File: src/rtl/psevdo_ram_fifo_ctrl.sv
// ---------------------------------------------------------------------------
// psevdo_ram_fifo_ctrl
//
// Single-clock FIFO controller wrapped around the 256x9 psevdo_ram_block.
// It turns a push/pop stream into RAM write and read strobes. Read data comes
// back from the RAM (DO1) one cycle after the pop, together with POP_VALID.
// The block also provides status flags, an occupancy count and sticky error
// flags. The RAM WCLKS/RCLKS are tied to CLKS outside this block.
//
// Ports:
//   CLKS          in   1  clock, rising edge (also clocks the RAM)
//   RSTB          in   1  asynchronous reset, active-low
//   CLR           in   1  synchronous flush, active-high
//   PUSH          in   1  push request
//   PUSH_DATA     in   9  word to write
//   POP           in   1  pop request
//   POP_DATA      out  9  popped word (straight from DO1)
//   POP_VALID     out  1  POP_DATA valid this cycle
//   FULL, EMPTY, ALMOST_FULL, ALMOST_EMPTY  out 1  status decoded from count
//   COUNT         out  9  occupancy 0..256
//   OVF, UDF      out  1  sticky: push rejected / pop rejected
//   DIn           out  9  RAM write data
//   WADDR         out  8  RAM write address (write pointer)
//   WRB           out  1  RAM write strobe, active-low
//   RADDR         out  8  RAM read address (read pointer)
//   RDB           out  1  RAM read strobe, active-low
//   DO1           in   9  RAM read data
// ---------------------------------------------------------------------------
module psevdo_ram_fifo_ctrl #(
    parameter int AFULL_THR  = 240,
    parameter int AEMPTY_THR = 16
) (
    input  logic       CLKS,
    input  logic       RSTB,
    input  logic       CLR,
    input  logic       PUSH,
    input  logic [8:0] PUSH_DATA,
    input  logic       POP,
    output logic [8:0] POP_DATA,
    output logic       POP_VALID,
    output logic       FULL,
    output logic       EMPTY,
    output logic       ALMOST_FULL,
    output logic       ALMOST_EMPTY,
    output logic [8:0] COUNT,
    output logic       OVF,
    output logic       UDF,
    output logic [8:0] DIn,
    output logic [7:0] WADDR,
    output logic       WRB,
    output logic [7:0] RADDR,
    output logic       RDB,
    input  logic [8:0] DO1
);

    localparam logic [8:0] AFULL_CNT  = 9'(AFULL_THR);
    localparam logic [8:0] AEMPTY_CNT = 9'(AEMPTY_THR);
    localparam logic [8:0] DEPTH      = 9'd256;

    logic [7:0] wr_ptr;
    logic [7:0] rd_ptr;
    logic [8:0] cnt;
    logic       pop_valid;
    logic       ovf;
    logic       udf;

    logic       full;
    logic       empty;
    logic       wr_en;
    logic       rd_en;

    assign full  = (cnt == DEPTH);
    assign empty = (cnt == 9'd0);

    // RSTB is part of the accept terms so the RAM strobes drop the moment
    // reset is asserted, without waiting for a clock edge.
    assign wr_en = PUSH & ~full  & RSTB & ~CLR;
    assign rd_en = POP  & ~empty & RSTB & ~CLR;

    // Pointers wrap naturally at 8 bits. POP_VALID follows the accepted pop
    // by one edge, matching the RAM's registered DO1.
    always_ff @(posedge CLKS or negedge RSTB) begin
        if (!RSTB) begin
            wr_ptr    <= 8'd0;
            rd_ptr    <= 8'd0;
            cnt       <= 9'd0;
            pop_valid <= 1'b0;
            ovf       <= 1'b0;
            udf       <= 1'b0;
        end else if (CLR) begin
            wr_ptr    <= 8'd0;
            rd_ptr    <= 8'd0;
            cnt       <= 9'd0;
            pop_valid <= 1'b0;
            ovf       <= 1'b0;
            udf       <= 1'b0;
        end else begin
            if (wr_en) begin
                wr_ptr <= wr_ptr + 8'd1;
            end
            if (rd_en) begin
                rd_ptr <= rd_ptr + 8'd1;
            end
            if (wr_en && !rd_en) begin
                cnt <= cnt + 9'd1;
            end else if (rd_en && !wr_en) begin
                cnt <= cnt - 9'd1;
            end
            pop_valid <= rd_en;
            // Sticky error flags; only reset or CLR clear them.
            if (PUSH && full) begin
                ovf <= 1'b1;
            end
            if (POP && empty) begin
                udf <= 1'b1;
            end
        end
    end

    assign WRB          = ~wr_en;
    assign RDB          = ~rd_en;
    assign WADDR        = wr_ptr;
    assign RADDR        = rd_ptr;
    assign DIn          = PUSH_DATA;
    assign POP_DATA     = DO1;
    assign POP_VALID    = pop_valid;
    assign FULL         = full;
    assign EMPTY        = empty;
    assign ALMOST_FULL  = (cnt >= AFULL_CNT);
    assign ALMOST_EMPTY = (cnt <= AEMPTY_CNT);
    assign COUNT        = cnt;
    assign OVF          = ovf;
    assign UDF          = udf;

endmodule

File: config.mk
export PLATFORM = sky130hd
export DESIGN_NAME = psevdo_ram_fifo_ctrl
export DESIGN_NICKNAME = d
export VERILOG_FILES = /design/src/rtl/psevdo_ram_fifo_ctrl.sv
export SDC_FILE = /design/constraint.sdc
export NUM_CORES = 1
export LEC_CHECK = 0
export CORE_ASPECT_RATIO = 0.6
export CORE_MARGIN = 1.5
export CORE_UTILIZATION = 35
export DETAILED_ROUTE_END_ITERATION = 12
export HOLD_SLACK_MARGIN = 0.05
export PLACE_DENSITY = 0.77
export SETUP_SLACK_MARGIN = 0.05
export SLEW_MARGIN = 20
export SYNTH_ARGS = -nofsm -noshare
export SYNTH_HDL_FRONTEND = slang
export SYNTH_SLANG_ARGS = --single-unit
File: constraint.sdc
create_clock -name CLKS -period 3.2 [get_ports CLKS]
set_clock_uncertainty 0.05 [all_clocks]
set_input_delay 0.64 -clock CLKS [delete_from_list [all_inputs] [get_ports CLKS]]
set_output_delay 0.64 -clock CLKS [all_outputs]
set_load 0.02 [all_outputs]
==> flow_summary.toml <==
[synthesis]
ys_seq_area_share_pct = 36.2
synth_warnings = 0
synthCells = 215
synth_area_leaders = "dfrtp_1, buf_4, ha_1, nor2_1, mux2i_1"
async_flop_share_pct = 100
synth_area_mm2 = 0.00193
synth-edff-count = 0
ys.flop_type = "dfrtp_1"
synth-seq-cells = 28
syn-num-nets = 249
yosysTopAreaCell = "dfrtp_1"
synth_top_area_share_pct = 36.2
synthDistinctLibCells = 45
avgSynthCellArea_um2 = 9.00

[setup_path]
ff2ff_setup_slack_ns = 0.29
reg2reg_depth = 10
r2r-start = "COUNT[4]$_DFFE_PN0P_"
critical_path.max_stage_delay_ns = 0.53
critical_path.top_delay_family = "buffers and inverters"
arrival_ns = 2.39
crit_chain = "clkdlybuf4s50_1 > nand2_1 > a31o_2 > buf_4 > nor2_2 > inv_1 > clkdlybuf4s50_1"
cp.required_ns = 2.51
critPathCaptureType = "output pin"
crit_path_top_delay_cell = "clkdlybuf4s50_1"
timing.setup.critical_path_class = "in2out"
rr_endpoint = "COUNT[8]$_DFFE_PN0P_"
critPathBufInv = 4
cp_common_cell = "clkdlybuf4s50_1"
worstSetupStartpointType = "input port"
worst-path-max-fanout = 10

[run_status]
violations = "design-rule violations"
outcome = "complete, but fails checks"

[sta]
worst_slew_pin_slew_ns = 0.698
layout_setup_ws_ns = 0.120
fmax_mhz = 325
rsz0062_at_grt = "true"
drv_slew = 0
slew_headroom_pct = 53.5
setup_viol = 0
fin_crit_ns = 3.08
period_share_pct = 96.3
hold_viol_final = 0

[power_and_ir_drop]
seq_power_share_pct = 24.1
pwr-share-comb_pct = 66.1
swShare_pct = 44.4
power_frac_clock_pct = 9.8
power_density_mw_per_mm2 = 910
static-leakage-power_nw = 1.08
p_switching_mw = 0.999
p_int_mw = 1.25
max-vdd-ir-drop_uv = 422

[floorplan]
fp.dieH_um = 60.6
design.die.area_mm2 = 0.00600
io_pins = 75
start_util_pct = 37.3
coreArea_mm2 = 0.00518
rows = 20
die-width_um = 99.0

[job]
max_cap_violations = 0

[grt]
track_usage_pct = 16.5
antenna_found_initial = 0
grt_max_degree = 27
grt_pass1_vias = 1552
grt_pass1_wl_mm = 7.69
gr-total-overflow = 0

[min_path]
holdPathStages = 2
hold_path_class = "reg2reg"
whs_endpoint = "OVF$_DFFE_PN0P_"
min_from = "OVF$_DFFE_PN0P_"

[route]
via_per_inst = 5.25
vias = 1663
drtIter0Drc = 87
drt-total-wl_mm = 4.65
wl_per_cell_um = 14.7
ant_nets = 0
drt_first_pass_iters = 8
drc = 3

[cts]
clk_pin_slew_worst_paths_ns = 0.10
cts_setup_buffers = 0
cts_made_buffers = 3
clk_latency_ns = 0.28
htreeDepth = 1
hold_buffers = 0
clock-root-buffer = "clkbuf_8"
cts_tree = "yes"
ctsLongestPathBuffers = 2
numClockSinks = 28

[layout]
diodes = 0
area_delta_synth_final_pct = 27.7
drive_gt1_share_pct = 15.5
layout.nets = 286
post-route-util_pct = 47.7

[place]
dp.final_hpwl_mm = 3.55
routabilityCongestion = 0.835
port_buffers = 38
pre_cts_slack_ns = -0.0683
flip-flops by register name (all words and copies together) (netlist names):
register / flops
COUNT: 9
WADDR: 8
POP_VALID: 1
UDF: 1
OVF: 1
RADDR: 8
cell type report:
cell class	count	area (um^2)
sequential	28	701
clock buffer	4	55.1
multi-input combinational	153	1070
fill	483	2710
timing repair buffer	58	531
tap	66	82.6
inverter	8	30.0
cell families (layout without fill, tap and decap cells):
| family | after synthesis | after routing | synth area share (%) |
|---|---|---|---|
| AOI/OAI and AO/OA | 36 | 36 | 13.1 |
| buffers and inverters | 34 | 70 | 10.6 |
| adders and majority gates | 11 | 11 | 7.50 |
| muxes | 8 | 8 | 4.20 |
| and+or+nand+nor | 84 | 84 | 22.1 |
| xor gates and xnor gates | 14 | 14 | 6.34 |
| DFF | 28 | 28 | 36.2 |
synthesized netlist by cell type (3+ instances only):
cell type and instances:
a21oi_1 11, a31oi_1 3, buf_4 18, clkbuf_1 5, dfrtp_1 28, ha_1 10, inv_1 8, mux2i_1 7
nand2_1 15, nand2b_1 3, nand3_1 9, nand4_1 5, nor2_1 26, nor2b_1 3, nor3_1 5, nor4_1 3
o21ai_0 4, or4_1 6, xnor2_1 7, xor2_1 7
placed cells by master, fill, tap and decap left out, drive strengths merged, types with 2 or more instances in the layout:
| cell | n |
|---|---|
| a211o | 2 |
| a21oi | 11 |
| a311oi | 2 |
| a31oi | 3 |
| buf | 20 |
| clkbuf | 4 |
| clkdlybuf4s50 | 38 |
| dfrtp | 28 |
| ha | 10 |
| inv | 8 |
| mux2i | 7 |
| nand2 | 15 |
| nand2b | 3 |
| nand3 | 9 |
| nand3b | 2 |
| nand4 | 5 |
| nor2 | 26 |
| nor2b | 3 |
| nor3 | 5 |
| nor3b | 2 |
| nor4 | 3 |
| o211ai | 2 |
| o21ai | 4 |
| o31a | 2 |
| o31ai | 2 |
| or4 | 7 |
| xnor2 | 7 |
| xor2 | 7 |
worst max path at each step:
stage / start / to / slack, ns / cells after the start
floorplan: COUNT[2]$_DFFE_PN0P_ / COUNT[8]$_DFFE_PN0P_ / 0.10 / 10
global placement: RSTB / COUNT[8]$_DFFE_PN0P_ / -0.01 / 11
detailed placement: RSTB / COUNT[8]$_DFFE_PN0P_ / -0.07 / 11
CTS: RSTB / RDB / 0.06 / 7
global route: RSTB / RDB / 0.006 / 7
finish: RSTB / RDB / 0.12 / 7
through the flow:
stage | total power [mW] | hold WS (ns) | setup TNS (ns) | area (um^2) | instances
floorplan | 1.46 | 0.294 | 0 | 1950 | 215
CTS | 2.21 | 0.458 | 0 | 2450 | 317
finish | 2.25 | 0.451 | 0 | 2470 | 317
global route | 2.42 | 0.502 | 0 | 2470 | 317
global placement | 1.94 | 0.433 | -0.0123 | 2390 | 313
detailed placement | 1.97 | 0.434 | -0.106 | 2390 | 313
repair_timing:
action                     CTS  global route
pin swaps                    0             1
gates resized for setup      1             4
setup endpoints to repair    1             7
routing by layer:
layer,track usage (%),vias up,wire [um]
li1,-,823,-
met1,23.8,794,2370
met2,25.7,44,1970
met3,4.61,2,310
met4,2.04,0,8
met5,0,-,0
power groups by stage:
stage                     Combinational [mW]  Clock (mW)  Sequential [mW]
after global placement                  1.41           0            0.535
after CTS                               1.45       0.226            0.531
after floorplan                        0.879           0            0.585
final                                   1.48       0.220            0.542
after detailed placement                1.43           0            0.537
after global routing                    1.63       0.236            0.559
worst register-to-register path, stage by stage (launching register included):
cell and delay (ns):
dfrtp_1 0.49, nor4_2 0.44, a31oi_1 0.18, nand3_2 0.22, inv_1 0.08, fa_1 0.41
nor2b_1 0.16, o31a_1 0.17, o22ai_1 0.10, or4b_1 0.46, nand4_1 0.09
Power figures use the tool's default switching activity.
